`config.mk`:
```
export PLATFORM = sky130hd
export DESIGN_NAME = sync_fifo_param
export DESIGN_NICKNAME = d
export VERILOG_FILES = /design/src/rtl/sync_fifo_param.sv
export SDC_FILE = /design/constraint.sdc
export NUM_CORES = 1
export LEC_CHECK = 0
export CAP_MARGIN = 20
export CORE_UTILIZATION = 24
export CTS_CLUSTER_SIZE = 12
export DETAILED_ROUTE_END_ITERATION = 6
export GPL_TIMING_DRIVEN = 0
export PLACE_DENSITY = 0.41
export SYNTH_ARGS = -nofsm -noshare
export SYNTH_HDL_FRONTEND = slang
export SYNTH_SLANG_ARGS = --single-unit
```
`constraint.sdc`:
```
create_clock -name clk -period 3.1 [get_ports clk]
set_clock_uncertainty 0.1 [all_clocks]
set_input_delay 0.62 -clock clk [delete_from_list [all_inputs] [get_ports clk]]
set_output_delay 0.62 -clock clk [all_outputs]
set_load 0.005 [all_outputs]
```
`src/rtl/sync_fifo_param.sv`:
```
// Parametrised single-clock FIFO with occupancy count, almost-full/almost-empty
// flags, overflow/underflow pulses and an optional first-word-fall-through read port.
module sync_fifo_param #(
  parameter int DATA_WIDTH = 8,
  parameter int DEPTH      = 8,
  parameter int AF_THRESH  = DEPTH - 2,
  parameter int AE_THRESH  = 2,
  parameter int FWFT       = 0
) (
  input  logic                         clk,
  input  logic                         rst,
  input  logic                         wr_en,
  input  logic                         rd_en,
  input  logic [DATA_WIDTH-1:0]        din,
  output logic [DATA_WIDTH-1:0]        dout,
  output logic                         full,
  output logic                         empty,
  output logic                         almost_full,
  output logic                         almost_empty,
  output logic [$clog2(DEPTH+1)-1:0]   count,
  output logic                         overflow,
  output logic                         underflow
);

  localparam int PTR_W = $clog2(DEPTH);
  localparam int CNT_W = $clog2(DEPTH + 1);

  localparam logic [PTR_W-1:0] LAST_PTR  = PTR_W'(DEPTH - 1);
  localparam logic [CNT_W-1:0] DEPTH_CNT = CNT_W'(DEPTH);
  localparam logic [CNT_W-1:0] AF_CNT    = CNT_W'(AF_THRESH);
  localparam logic [CNT_W-1:0] AE_CNT    = CNT_W'(AE_THRESH);

  if ((DEPTH < 2) || (AF_THRESH > DEPTH) || (AE_THRESH >= DEPTH)) begin : g_bad_cfg
    $error("sync_fifo_param: invalid DEPTH/AF_THRESH/AE_THRESH combination");
  end

  logic [DATA_WIDTH-1:0] mem [DEPTH];

  logic [PTR_W-1:0] wr_ptr_reg;
  logic [PTR_W-1:0] rd_ptr_reg;
  logic [PTR_W-1:0] wr_ptr_next;
  logic [PTR_W-1:0] rd_ptr_next;
  logic [CNT_W-1:0] count_reg;
  logic [CNT_W-1:0] count_next;
  logic             full_reg;
  logic             empty_reg;
  logic             almost_full_reg;
  logic             almost_empty_reg;
  logic             overflow_reg;
  logic             underflow_reg;

  logic             wr_accept;
  logic             rd_accept;

  // Status is taken from the registered flags, so a full FIFO never
  // writes through and an empty FIFO never reads through.
  assign wr_accept = wr_en && !full_reg;
  assign rd_accept = rd_en && !empty_reg;

  assign wr_ptr_next = (wr_ptr_reg == LAST_PTR) ? '0 : wr_ptr_reg + 1'b1;
  assign rd_ptr_next = (rd_ptr_reg == LAST_PTR) ? '0 : rd_ptr_reg + 1'b1;

  always_comb begin
    count_next = count_reg;
    case ({wr_accept, rd_accept})
      2'b10:   count_next = count_reg + 1'b1;
      2'b01:   count_next = count_reg - 1'b1;
      default: count_next = count_reg;
    endcase
  end

  always_ff @(posedge clk or posedge rst) begin
    if (rst) begin
      wr_ptr_reg       <= '0;
      rd_ptr_reg       <= '0;
      count_reg        <= '0;
      full_reg         <= 1'b0;
      empty_reg        <= 1'b1;
      almost_full_reg  <= 1'b0;
      almost_empty_reg <= 1'b1;
      overflow_reg     <= 1'b0;
      underflow_reg    <= 1'b0;
    end else begin
      if (wr_accept) begin
        wr_ptr_reg <= wr_ptr_next;
      end
      if (rd_accept) begin
        rd_ptr_reg <= rd_ptr_next;
      end
      count_reg        <= count_next;
      full_reg         <= (count_next == DEPTH_CNT);
      empty_reg        <= (count_next == '0);
      almost_full_reg  <= (count_next >= AF_CNT);
      almost_empty_reg <= (count_next <= AE_CNT);
      overflow_reg     <= wr_en && full_reg;
      underflow_reg    <= rd_en && empty_reg;
    end
  end

  // Storage carries no reset; stale contents are unreachable once the pointers clear.
  always_ff @(posedge clk) begin
    if (wr_accept) begin
      mem[wr_ptr_reg] <= din;
    end
  end

  if (FWFT != 0) begin : g_fwft
    assign dout = empty_reg ? '0 : mem[rd_ptr_reg];
  end else begin : g_std
    logic [DATA_WIDTH-1:0] dout_reg;

    always_ff @(posedge clk or posedge rst) begin
      if (rst) begin
        dout_reg <= '0;
      end else if (rd_accept) begin
        dout_reg <= mem[rd_ptr_reg];
      end
    end

    assign dout = dout_reg;
  end

  assign full         = full_reg;
  assign empty        = empty_reg;
  assign almost_full  = almost_full_reg;
  assign almost_empty = almost_empty_reg;
  assign count        = count_reg;
  assign overflow     = overflow_reg;
  assign underflow    = underflow_reg;

endmodule
```
==> out/results.ini <==
[setup_path]
criticalPathCategory = in2reg
arrival_ps = 2990
worstPathMaxFanout = 11
critPathRequiredTime_ps = 3240
endpoint_kind = register
crit_start = wr_en
r2r-start = empty
start_kind = primary input
timing.reg2reg.setup_slack_ps = 440
r2r-end = full
r2r_cells = 11

[synthesis]
synthFlopType = edfxtp_1
ys_types = 46
async_flop_share = 0.2727
ys_ff_latch = 88
synth_warnings = 0
synth_area_per_cell_sq_um = 16.71
syn_nets = 240
seq_area_frac_synth = 0.6838
syn_inst = 221
synth_area_sq_um = 3692
synth_edf_count = 64

[floorplanning]
die_area_sq_um = 15880
ios = 30
rows = 44
core_sq_um = 14750
die_y_um = 126.0
dieWidth_um = 126.0
initial_core_util = 0.2503

[finish]
fin_area_sq_um = 4606
final_common_cell = edfxtp_1
mostFrequentLayoutCells = edfxtp_1, clkdlybuf4s50_1, dfrtp_1
fillers = 1478
areaGrowthSynthToFinish_pct = 24.74
diodes = 0
drive_above_1_share = 0.2360
postLayoutCoreUtil = 0.3122
fin_nets = 282
largest_register_ffs = 64

[clocking]
clk_pin_slew_worst_paths_ps = 60
cts_tree = done
numClockSinks = 88
clockBufferDepth = 2
cts_inserted_buffers = 9
clock-root-buffer = clkbuf_16
clk_latency_ps = 340
h-tree-depth = 3

[min_path]
min_from = dout[1]
hp-class = reg2reg
hold_end = dout[1]
whs_path_depth = 2

[power]
internal_power_uw = 2986
pwr-share-seq = 0.392
p_leak_uw = 0.001658
p_sw_uw = 1369
ir_drop_uv = 304.9
swShare = 0.3144
power_frac_comb = 0.352
pwr_density_cell_nw_per_um2 = 945.6
clock_power_share = 0.256

[route]
wirelength_mm = 7.751
post_drt_wl_per_cell_um = 17.19
via_per_inst = 4.475
vias = 2018
drtPass1Iterations = 4
drc = 0
dr.first_iter.drc_count = 125
detail-route-antenna-nets = 0

[timing]
period_share = 0.9167
worstMarginPinSlew_ps = 957.6
rsz0062_at_grt = no
clock.fmax_mhz = 351.9
drv_slew = 0
finalSetupViolations = 0
relSlewSlack = 0.3592
hold_viol = 0
period_needed_ps = 2842

[placed_design]
dp_hpwl_mm = 5.029
port_buffers = 29
place_congestion = 0.7637
dpl_cell_area_sq_um = 4247

[global_route]
gr-usage-all-layers = 0.1095
gr-total-overflow = 0
antenna_found_initial = 0
grt_pass1_vias = 2137
grt_pass1_wl_mm = 12.67
grt_max_degree = 25

[status]
status = finished clean

[flow_run]
drv_cap = 0

## stage by stage
step                      cells  setup WS (ps)  power, uW  hold WS, ps  setup TNS (ps)
after detailed placement    435         -548.7       3262        376.9           -2148
after global placement      434         -714.3       3240        370.7          -12400
final                       451          258.4       4355        379.7               0
after floorplan             221          389.2       2673        379.3               0
after global routing        451          40.82       4651        412.8               0
after CTS                   450          28.60       4410        391.1               0
## worst max-delay path: stages
cell and delay [ps]:
clkdlybuf4s50_1 510, nand2b_2 190, ha_1 350, xor2_1 190
ha_1 210, a21oi_2 120, mux2i_1 230, xor2_1 230
inv_2 80, a211oi_2 240
## what timing repair did
action                                 4_1_cts  5_1_grt
setup buffers                                1        0
hold buffers                                 0        0
endpoints found under the hold margin        0        0
setup endpoints to repair                    4        4
gates resized for setup                      1        7
## cell usage after synthesis, types with 2 or more instances
cell type	count	area, sq um
edfxtp_1	64	1922
dfrtp_1	22	550.5
mux4_2	16	360.4
nand2_1	12	45.04
o21ai_1	11	55.05
mux2i_1	9	90.09
ha_1	7	87.58
nand2b_1	7	43.79
nor3_1	7	35.03
inv_1	6	22.52
nor2_1	6	22.52
buf_2	4	20.02
clkbuf_1	4	15.01
a211oi_1	3	22.52
mux2_2	3	33.78
nor2b_1	3	18.77
o211ai_2	3	37.54
a21o_1	2	15.01
and2_1	2	12.51
dfstp_2	2	52.55
nor4_1	2	12.51
xor2_1	2	17.52
## logic make-up (layout without fill, tap and decap cells)
kind of cell,Yosys count,count (layout),share of synthesized area
flops,88,88,0.6838
simple gates,48,48,0.07048
compound gates,29,29,0.05828
mux,28,28,0.1311
buf+inv,18,64,0.02541
fa+ha+maj,7,7,0.02372
xor+xnor,3,3,0.007118
## per-layer routing
layer | track usage | up-vias | wire (um)
li1 | - | 944 | -
met1 | 0.1436 | 1017 | 3653
met2 | 0.1661 | 48 | 3620
met3 | 0.03653 | 9 | 366
met4 | 0.04465 | 0 | 111
met5 | 0 | - | 0
## final cells by class
class | instances | area (sq um) | share of cell area
Multi-Input combinational cell | 115 | 1115 | 0.2421
Inverter | 7 | 26.28 | 0.005705
Clock buffer | 11 | 252.7 | 0.05488
Clock inverter | 4 | 52.55 | 0.01141
Buffer | 10 | 71.32 | 0.01548
Sequential cell | 88 | 2525 | 0.5482
Timing Repair Buffer | 32 | 332.8 | 0.07226
Tap cell | 184 | 230.2 | 0.04999
## power by group through the flow
stage,clock network [uW],logic [uW],registers (uW)
2_1_floorplan,0,975,1700
3_3_place_gp,0,1520,1720
3_5_place_dp,0,1530,1740
4_1_cts,1150,1550,1710
5_1_grt,1180,1720,1750
6_report,1110,1530,1710
## worst max path at each step
| stage | to | slack [ps] | cells past startpoint |
|---|---|---|---|
| 2_1_floorplan | empty | 390 | 11 |
| 3_3_place_gp | full | -710 | 12 |
| 3_5_place_dp | full | -550 | 12 |
| 4_1_cts | full | 30 | 12 |
| 5_1_grt | empty | 40 | 10 |
| 6_report | full | 260 | 10 |
Note: power is estimated with default switching activity, not from simulation.
